<file path="src/rtl/mem_arbiter_rr.sv">
// Round-robin arbiter between NUM_PORTS L1 line ports and one L2 line port.
// The winning request is latched and held downstream until L2 answers.
module mem_arbiter_rr #(
    parameter int NUM_PORTS  = 2,
    parameter int ADDR_WIDTH = 32,
    parameter int LINE_WIDTH = 256
) (
    input  logic                             clk,
    input  logic                             reset_n,
    input  logic [NUM_PORTS-1:0]             read_i,
    input  logic [NUM_PORTS-1:0]             write_i,
    input  logic [NUM_PORTS*ADDR_WIDTH-1:0]  addr_i,
    input  logic [NUM_PORTS*LINE_WIDTH-1:0]  wdata_i,
    output logic [NUM_PORTS-1:0]             resp_o,
    output logic [LINE_WIDTH-1:0]            rdata_o,
    output logic                             l2_read_o,
    output logic                             l2_write_o,
    output logic [ADDR_WIDTH-1:0]            l2_addr_o,
    output logic [LINE_WIDTH-1:0]            l2_wdata_o,
    input  logic                             l2_resp_i,
    input  logic [LINE_WIDTH-1:0]            l2_rdata_i,
    output logic                             busy_o,
    output logic [$clog2(NUM_PORTS)-1:0]     grant_o
);

    localparam int IDX_W = $clog2(NUM_PORTS);

    typedef enum logic [1:0] {
        ST_IDLE    = 2'd0,
        ST_BUSY    = 2'd1,
        ST_RELEASE = 2'd2
    } state_t;

    state_t                 state_r;
    logic [IDX_W-1:0]       ptr_r;
    logic [IDX_W-1:0]       grant_r;
    logic [ADDR_WIDTH-1:0]  addr_r;
    logic [LINE_WIDTH-1:0]  wdata_r;
    logic                   l2_read_r;
    logic                   l2_write_r;
    logic                   busy_r;

    logic [NUM_PORTS-1:0]   req_s;
    logic                   win_found_s;
    logic [IDX_W-1:0]       win_idx_s;
    int                     cand_s;
    logic                   sel_write_s;
    logic [ADDR_WIDTH-1:0]  sel_addr_s;
    logic [LINE_WIDTH-1:0]  sel_wdata_s;
    logic [IDX_W-1:0]       next_ptr_s;
    logic [NUM_PORTS-1:0]   resp_s;

    assign req_s = read_i | write_i;

    // First requester at or after the priority pointer, wrapping at NUM_PORTS-1
    always_comb begin
        win_found_s = 1'b0;
        win_idx_s   = '0;
        cand_s      = 0;
        for (int i = 0; i < NUM_PORTS; i++) begin
            cand_s = int'(ptr_r) + i;
            if (cand_s >= NUM_PORTS) begin
                cand_s = cand_s - NUM_PORTS;
            end else begin
                cand_s = cand_s;
            end
            if (!win_found_s && req_s[cand_s[IDX_W-1:0]]) begin
                win_found_s = 1'b1;
                win_idx_s   = cand_s[IDX_W-1:0];
            end else begin
                win_found_s = win_found_s;
            end
        end
    end

    // Select the winner's op, address and line; write has precedence over read
    always_comb begin
        sel_write_s = 1'b0;
        sel_addr_s  = '0;
        sel_wdata_s = '0;
        for (int i = 0; i < NUM_PORTS; i++) begin
            if (IDX_W'(i) == win_idx_s) begin
                sel_write_s = write_i[i];
                sel_addr_s  = addr_i[i*ADDR_WIDTH +: ADDR_WIDTH];
                sel_wdata_s = wdata_i[i*LINE_WIDTH +: LINE_WIDTH];
            end else begin
                sel_write_s = sel_write_s;
            end
        end
    end

    // Pointer advance past the current grant
    always_comb begin
        if (grant_r == IDX_W'(NUM_PORTS - 1)) begin
            next_ptr_s = '0;
        end else begin
            next_ptr_s = grant_r + IDX_W'(1);
        end
    end

    // Completion pulse only while a transaction is in flight
    always_comb begin
        resp_s = '0;
        if (state_r == ST_BUSY && l2_resp_i) begin
            resp_s[grant_r] = 1'b1;
        end else begin
            resp_s = '0;
        end
    end

    // Arbitration FSM with latched request and registered strobes
    always_ff @(posedge clk) begin
        if (!reset_n) begin
            state_r    <= ST_IDLE;
            ptr_r      <= '0;
            grant_r    <= '0;
            addr_r     <= '0;
            wdata_r    <= '0;
            l2_read_r  <= 1'b0;
            l2_write_r <= 1'b0;
            busy_r     <= 1'b0;
        end else begin
            case (state_r)
                ST_IDLE: begin
                    if (win_found_s) begin
                        grant_r    <= win_idx_s;
                        addr_r     <= sel_addr_s;
                        wdata_r    <= sel_wdata_s;
                        l2_read_r  <= ~sel_write_s;
                        l2_write_r <= sel_write_s;
                        busy_r     <= 1'b1;
                        state_r    <= ST_BUSY;
                    end else begin
                        state_r    <= ST_IDLE;
                    end
                end
                ST_BUSY: begin
                    if (l2_resp_i) begin
                        ptr_r      <= next_ptr_s;
                        l2_read_r  <= 1'b0;
                        l2_write_r <= 1'b0;
                        busy_r     <= 1'b0;
                        state_r    <= ST_RELEASE;
                    end else begin
                        state_r    <= ST_BUSY;
                    end
                end
                ST_RELEASE: begin
                    state_r <= ST_IDLE;
                end
                default: begin
                    l2_read_r  <= 1'b0;
                    l2_write_r <= 1'b0;
                    busy_r     <= 1'b0;
                    state_r    <= ST_IDLE;
                end
            endcase
        end
    end

    assign resp_o     = resp_s;
    assign rdata_o    = l2_rdata_i;
    assign l2_read_o  = l2_read_r;
    assign l2_write_o = l2_write_r;
    assign l2_addr_o  = addr_r;
    assign l2_wdata_o = wdata_r;
    assign busy_o     = busy_r;
    assign grant_o    = grant_r;

endmodule

</file>
<file path="config.mk">
export PLATFORM = sky130hd
export DESIGN_NAME = mem_arbiter_rr
export DESIGN_NICKNAME = d
export VERILOG_FILES = /design/src/rtl/mem_arbiter_rr.sv
export SDC_FILE = /design/constraint.sdc
export NUM_CORES = 1
export LEC_CHECK = 0
export ABC_AREA = 1
export BUFFER_PORTS_ARGS = -buffer_cell sky130_fd_sc_hd__buf_2
export CAP_MARGIN = 20
export CORE_AREA = 3 3 547 549
export DETAILED_ROUTE_END_ITERATION = 6
export DIE_AREA = 0 0 550 552
export GPL_ROUTABILITY_DRIVEN = 0
export HOLD_SLACK_MARGIN = 0.03
export PLACE_DENSITY = 0.3
export SLEW_MARGIN = 20
export SYNTH_ARGS = -nofsm -noshare
export SYNTH_HDL_FRONTEND = slang
export SYNTH_SLANG_ARGS = --single-unit
export TNS_END_PERCENT = 5
</file>
<file path="constraint.sdc">
create_clock -name clk -period 1.9 [get_ports clk]
set_input_delay 0.285 -clock clk [delete_from_list [all_inputs] [get_ports clk]]
set_output_delay 0.285 -clock clk [all_outputs]
set_load 0.01 [all_outputs]
</file>
---- Yosys cells after proc, flatten, opt, wreduce, memory -nomap -nowiden ----
Index checks and enable logic that the tools add are counted.
Widths: inputs -> output; s select.
storage, ports and cells
  bits of input ports ..................... 839
  output and inout port bits .............. 550
  word-level logic and storage cells ...... 60
  flip-flop bits (word level) ............. 295
cells by class
  multiplexer cells ....................... 27
  bitwise operators ....................... 3
  add/subtract/negate cells ............... 4
  equal/unequal tests ..................... 4
  $lt $le $gt $ge ......................... 6
  reductions and logical operators ........ 8
operators by type and width
  operator             count
  $mux 256             1
  $mux 32              1
  $mux 1               18
  $pmux 1 s3           3
  $lt 1x2->1 const B   3
  $mux 2               2
  $ne 2x2->1 const B   2
  $pmux 2 s2           1
  $reduce_and 2->1     2
  $logic_and 1x1->1    3
  $reduce_and 3->1     1
  $add 1x1->2 const B  1
  $eq 2x1->1 const B   1
  $eq 2x2->1 const B   1
  $ge 1x2->1 const B   1
  $ge 2x2->1 const B   1
  $logic_not 2->1      1
  $not 1->1            2
  $or 2x2->2           1
  $sub 1x1->1 const B  2
  $add 1x1->1 const B  1
  $demux 1 s1          1
  $ge 1x1->1 const B   1
  $logic_not 1->1      1

---- Depth between registers and ports, before layout ----
Gate-level depths: netlist of run 1.
  depth in word-level cells ............... 12
  mapped depth ............................ 10
  gate-level depth less buffers ........... 8

---- Least setup slack after synthesis of run 1 ----
No wires, ideal clock.
  kind .................................... flip-flop to flip-flop
  from .................................... reg state_r[0]
  to ...................................... reg wdata_r[217] (netlist: l2_wdata_o[217])
  required time ........................... 1.791 ns
  library setup time ...................... 0.109 ns
  period minus slack after synthesis ...... 1.360 ns
  arrival time ............................ 1.251 ns
  stages on the path, launching flop included .. 9
  path slack .............................. 0.540 ns
  path buffers ............................ 3
  cell sequence ........................... dfxtp_1 > nor2_1 > a21boi_2 > buf_4 > buf_4 > buf_2 > nand3_1 > nand2_1 > inv_1
between the ends
  word-level cells in the longest chain between the ends .. 2
ends and longest elaborated chain
  what                        RTL line  source
  start, declared             34        state_t state_r;
  start signal, assigned      114       state_r <= ST_IDLE;
  start signal, assigned      132       state_r <= ST_BUSY;
  start signal, assigned      134       state_r <= ST_IDLE;
  $logic_not 2->1             123       case (state_r)
  $reduce_and 2->1 (no line)  n/a
  end signal, assigned        128       wdata_r <= sel_wdata_s;
  end, declared               38        logic [LINE_WIDTH-1:0] wdata_r;
Every way passes these cells.
A chain may end at the register's enable or synchronous reset.

---- Worst setup path in the final report of run 1 ----
  from .................................... reg ptr_r
  to ...................................... reg wdata_r[15] (netlist: l2_wdata_o[15])
between the ends
  word-level cells in the longest chain between the ends .. 9
  elaborated cells between the ends (all ways) .. 19
  those cells by class .................... add/sub (3); order compare (2); mux (11); reduce/logical (3)
ends and longest elaborated chain
  what                                          RTL line  source
  start, declared                               35        logic [IDX_W-1:0] ptr_r;
  start signal, assigned                        139       ptr_r <= next_ptr_s;
  $ge 1x2->1 or $sub 1x1->1 (tied branches)     62, 63
  $mux 1                                        62        if (cand_s >= NUM_PORTS) begin
  $mux 1 (not written as such) (2 in a row)     67        if (!win_found_s && req_s[cand_s[IDX_W-1:0]]) begin
  $mux 1                                        67
  $logic_not 1->1                               67
  $logic_and 1x1->1                             67
  $mux 1                                        67
  $mux 256 or $reduce_and 2->1 (tied branches)  n/a
Parallel ways exist; a longest one is shown, timed or not. The select of a mux whose other input is x is not followed.

==> qor.yml, run 1 <==
clkTransAtPathRegs_ps: 60
power_density_nw_per_um2: 750
grt_pass1_wl_um: 206000
hold_ws_ps: 72.8
final_core_util: 0.109
htree_levels: 2
layout-drive-gt1-share: 0.274
fin_ws_ps: 65.0
multi_input_area_um2: 7090
die_w_um: 550
outcome: "complete, no violations"
fin_nets: 4805
cts.sinks: 295
hp-class: "in2reg"
end_kind: "flip-flop"
intPower_w: 0.0153
io_pins: 1389
finClkSkew_ps: 34.3
cp_data_required_time_ps: 2450
reg2reg_slack_ps: 70
via_per_inst: 2.77
timing.final.crit_share: 0.966
routedWlPerCell_um: 20.5
syn_avg_cell_area_um2: 6.05
start_kind: "flip-flop"
synth_cell_types: 19
swShare: 0.364
postSynthRegisterBits: 295
drt_first_pass_iters: 6
area_growth_pct: 92.3
via_count: 22000
period_minus_slack_ps: 1830
power.share.sequential: 0.309
dp_hpwl_um: 139000
die_y_um: 552
holdPathStages: 5
grt_use_total: 0.102
switching_power_w: 0.00877
setup_viol: 0
arrival_ps: 2390
hold_start: "wdata_i[266]"
path_class: "reg2reg"
stdcell_count: 7942
hold_viol: 0
initial_core_util: 0.0568
syn_inst: 2762
clockPowerShare: 0.356
rsz0062_at_grt: "yes"
routed_wl_um: 163000
r2r_cells: 12
rows: 199
io_buffers: 876
cts_tree: "yes"
r2r_start: "ptr_r$_SDFFE_PN0P_"
clk_latency_ps: 650
fillers: 34600
post-route-cell-area_um2: 32100
grt_pass1_vias: 21800
dp_slack_ps: -473
slew_headroom: 0.757
clock_path_buffers: 3
holdPathEnd: "l2_wdata_o[10]$_SDFFE_PN0P_"
core_area_um2: 294000
cp_max_fo: 8
dpl.cell_count: 7266
ys_seq_area_frac: 0.353
synthesis.area_um2: 16700
synth_warnings: 0
grt.overflow.total: 0
seq_area_um2: 5910
ant_nets: 0
leakage_nw: 16.2
die-area_um2: 304000
max_cap_violations: 0
synth_fp_nets: 3601
ir_drop_mv: 0.531
numCtsBuffers: 45
grt_max_degree: 72
antenna_found_initial: 148
tightest_slew_ps: 365
drtIter0Drc: 1417
drc: 0
dpl_cell_area_um2: 24700
root_buffer: "clkbuf_16"
fmax_mhz: 545
comb_power_share: 0.335
reg2reg_to: "l2_wdata_o[15]$_SDFFE_PN0P_"
slew_violations: 0
## per-layer routing
layer	wire, µm	global-route usage	vias up
met2	68900	0.158	1205
met1	67200	0.120	9777
met3	16200	0.0393	533
met4	10300	0.0529	74
met5	490	0.000633	-
li1	-	-	10400
## flip-flops by register name (all words and copies together), names as in the netlist
signal      count
l2_wdata_o    256
l2_addr_o      32
state_r         2
busy_o          1
grant_o         1
l2_read_o       1
l2_write_o      1
ptr_r           1
## cell usage in the layout, fill, tap and decap left out, types with 12 or more instances in the layout
| cell | count |
|---|---|
| nand2_1 | 868 |
| clkbuf_16 | 49 |
| dfxtp_1 | 295 |
| inv_1 | 292 |
| diode_2 | 30 |
| buf_12 | 28 |
| dlygate4sd3_1 | 566 |
| clkbuf_8 | 12 |
| buf_2 | 876 |
| nand3_2 | 13 |
| nor2_1 | 579 |
| nand3_1 | 279 |
| buf_4 | 89 |
## power by group through the flow
stage	sequential [W]	clock, W	combinational (W)
floorplan	0.00787	0	0.00333
global placement	0.00758	0	0.00687
detailed placement	0.00758	0	0.00687
CTS	0.00746	0.00911	0.00820
global route	0.00754	0.00921	0.00895
finish	0.00745	0.00857	0.00808
## area by class of cell
class | count | area share
well taps | 3919 | 0.153
repair buffers | 1572 | 0.361
clock buffers | 70 | 0.0430
multi-input cells | 1757 | 0.221
flip-flops and latches | 295 | 0.184
diodes | 30 | 0.00234
inverters | 295 | 0.0355
clock inverters | 4 | 0.00152
## synthesized netlist by cell type
master	count	area (µm²)
nor2_1	581	2180
nand3b_1	1	7.51
a211oi_1	1	7.51
inv_2	2	7.51
buf_1	9	33.8
a21oi_1	5	25.0
clkinv_1	1	3.75
dfxtp_1	295	5910
inv_1	292	1100
nand2_1	872	3270
nor2_2	1	6.26
or2_2	1	6.26
o21ai_0	1	5.00
a21boi_2	1	11.3
o21ai_1	1	5.00
buf_2	102	510
nand3_1	292	1460
clkbuf_1	32	120
buf_4	272	2040
## worst max-delay path by stage
stage	from	to	slack, ps	cells after the start
2_1_floorplan	state_r[0]$_SDFF_PN0_	l2_wdata_o[217]$_SDFFE_PN0P_	540	8
3_3_place_gp	write_i[0]	l2_wdata_o[10]$_SDFFE_PN0P_	-520	10
3_5_place_dp	write_i[0]	l2_wdata_o[10]$_SDFFE_PN0P_	-470	10
4_1_cts	ptr_r$_SDFFE_PN0P_	l2_wdata_o[13]$_SDFFE_PN0P_	8	12
5_1_grt	ptr_r$_SDFFE_PN0P_	l2_wdata_o[24]$_SDFFE_PN0P_	-30	12
6_report	ptr_r$_SDFFE_PN0P_	l2_wdata_o[15]$_SDFFE_PN0P_	70	12
## metrics by stage
| stage | power, W | setup TNS, ps |
|---|---|---|
| floorplan | 0.0112 | 0 |
| global placement | 0.0144 | -69880 |
| detailed placement | 0.0145 | -66070 |
| CTS | 0.0248 | 0 |
| global route | 0.0257 | -174 |
| finish | 0.0241 | 0 |
## kinds of logic (layout without fill, tap and decap cells)
kind of cell | count (synthesis) | count (layout) | share of synthesized area
AND/OR/NAND/NOR | 1748 | 1748 | 0.415
AO/OA/AOI/OAI | 9 | 9 | 0.00322
buffers and inverters | 710 | 1941 | 0.228
flip-flops | 295 | 295 | 0.353
other | 0 | 30 | 0
## repair_timing
| action | in CTS | in global routing |
|---|---|---|
| resized for setup | 10 | 22 |
| setup buffers | 0 | 2 |
| pin swaps | 0 | 0 |
| hold buffers | 566 | 0 |
| endpoints found under the hold margin | 291 | 0 |
| gates cloned | 2 | 2 |
| endpoints found under the setup margin | 160 | 103 |
## worst max-delay path: stages (launching register included)
cell and delay (ps):
dfxtp_1 300, inv_1 80, buf_12 110, o21ai_2 70, nand2_4 120, buf_12 140
clkinv_16 100, buf_16 180, buf_4 190, nand2_1 90, nand3_1 130, nand2_1 90
inv_1 40
Note: power is estimated with default switching activity, not from simulation.
==> inputs of run 2 (changes only) <==
Settings changed: HOLD_SLACK_MARGIN 0.03 to 0.08.
==> qor.yml, run 2 (synthesis gave the netlist of run 1 again) <==
path_class: "reg2reg"
cp_data_required_time_ps: 2440
die-area_um2: 304000
hold_start: "wdata_i[134]"
fillers: 34600
layout-drive-gt1-share: 0.274
drt_first_pass_iters: 5
area_growth_pct: 92.9
layout_common_cells: "buf_2 (876), nand2_1 (868), nor2_1 (579), dlygate4sd3_1 (576), dfxtp_1 (295)"
grt_max_degree: 72
dp_hpwl_um: 139000
rows: 199
grt_use_total: 0.102
layout_commonest_cell: "buf_2"
drc: 0
finClkSkew_ps: 36.0
grt.overflow.total: 0
holdPathStages: 5
numCtsBuffers: 45
setup_viol: 0
stdcell_count: 7954
start_kind: "flip-flop"
hold_viol: 0
io_buffers: 876
core_area_um2: 294000
holdPathEnd: "l2_wdata_o[134]$_SDFFE_PN0P_"
r2r_start: "ptr_r$_SDFFE_PN0P_"
rsz0062_at_grt: "yes"
grt_pass1_vias: 21900
cts_tree: "yes"
reg2reg_to: "l2_wdata_o[67]$_SDFFE_PN0P_"
htree_levels: 2
timing.final.crit_share: 0.965
hp-class: "in2reg"
fin_nets: 4815
slew_headroom: 0.754
fmax_mhz: 545
ant_nets: 0
cp_max_fo: 16
dpl.cell_count: 7266
power_density_nw_per_um2: 748
via_per_inst: 2.77
arrival_ps: 2370
initial_core_util: 0.0568
end_kind: "flip-flop"
ir_drop_mv: 0.530
slew_violations: 0
via_count: 22000
io_pins: 1389
tightest_slew_ps: 369
r2r_cells: 12
largest_reg_flops: 256
routedWlPerCell_um: 20.5
clkTransAtPathRegs_ps: 60
hold_ws_ps: 164
reg2reg_slack_ps: 70
clock_path_buffers: 3
period_minus_slack_ps: 1830
antenna_found_initial: 146
clk_latency_ps: 660
drtIter0Drc: 1370
routed_wl_um: 163000
outcome: "complete, no violations"
grt_pass1_wl_um: 206000
die_w_um: 550
die_y_um: 552
leakage_nw: 16.3
cts.sinks: 295
root_buffer: "clkbuf_16"
max_cap_violations: 0
run 2: cell types whose count changed in the layout (fill, tap and decap cells not counted), sizes merged:
cell and delta:
dlygate4sd3 +10, diode +2
run 2: metal layers:
metal	vias to the layer above	wire, µm	GRT usage
li1	10400	-	-
met2	1198	68800	0.158
met5	-	416	0.000633
met1	9805	66900	0.121
met3	531	16600	0.0392
met4	62	10400	0.0521
run 2: layout make-up:
cell class | count | area [µm²] | share of cell area
antenna | 32 | 80.1 | 0.00248
tap | 3919 | 4900 | 0.152
clock inverter | 4 | 48.8 | 0.00151
multi-input combinational | 1757 | 7090 | 0.220
inverter | 295 | 1140 | 0.0354
sequential | 295 | 5910 | 0.183
clock buffer | 70 | 1380 | 0.0429
timing repair buffer | 1582 | 11700 | 0.363
run 2: where the power goes:
part	total, W	switching (W)	internal [W]
Sequential	0.00745	0.000455	0.00699
Combinational	0.00810	0.00480	0.00329
Clock	0.00857	0.00352	0.00505
run 2: worst max path at each step:
stage	startpoint	endpoint	slack, ps	cells after the start
final	ptr_r$_SDFFE_PN0P_	l2_wdata_o[67]$_SDFFE_PN0P_	70	12
after global routing	ptr_r$_SDFFE_PN0P_	l2_wdata_o[24]$_SDFFE_PN0P_	-30	12
after CTS	ptr_r$_SDFFE_PN0P_	l2_wdata_o[13]$_SDFFE_PN0P_	8	12
after detailed placement	write_i[0]	l2_wdata_o[10]$_SDFFE_PN0P_	-470	10
after global placement	write_i[0]	l2_wdata_o[10]$_SDFFE_PN0P_	-520	10
after floorplan	state_r[0]$_SDFF_PN0_	l2_wdata_o[217]$_SDFFE_PN0P_	540	8
run 2: stage by stage:
stage / worst slack, ps / total power, W / util / setup TNS, ps / area, µm²
after floorplan: 540 / 0.0112 / - / 0 / 16700
after global placement: -519 / 0.0144 / 0.0838 / -69880 / 24700
after detailed placement: -473 / 0.0145 / 0.0838 / -66070 / 24700
after CTS: 8.04 / 0.0248 / 0.109 / 0 / 32000
after global routing: -34.8 / 0.0257 / 0.109 / -175 / 32200
final: 66.5 / 0.0241 / 0.110 / 0 / 32200
run 2: worst max-delay path, cell delays in order (launching register included):
cell and delay [ps]:
dfxtp_1 300, inv_1 80, buf_12 110, o21ai_2 70, nand2_4 130, buf_12 150
clkinv_16 100, buf_16 180, buf_12 180, nand2_1 90, nand3_1 140, nand2_1 100
inv_1 40
run 2: repair_timing:
| action | CTS | global route |
|---|---|---|
| hold endpoints to repair | 292 | 0 |
| setup endpoints to repair | 160 | 102 |
| gates resized for setup | 10 | 22 |
| pin swaps | 0 | 0 |
| hold buffers | 576 | 0 |
| buffers inserted | 0 | 2 |
| cloned | 2 | 2 |
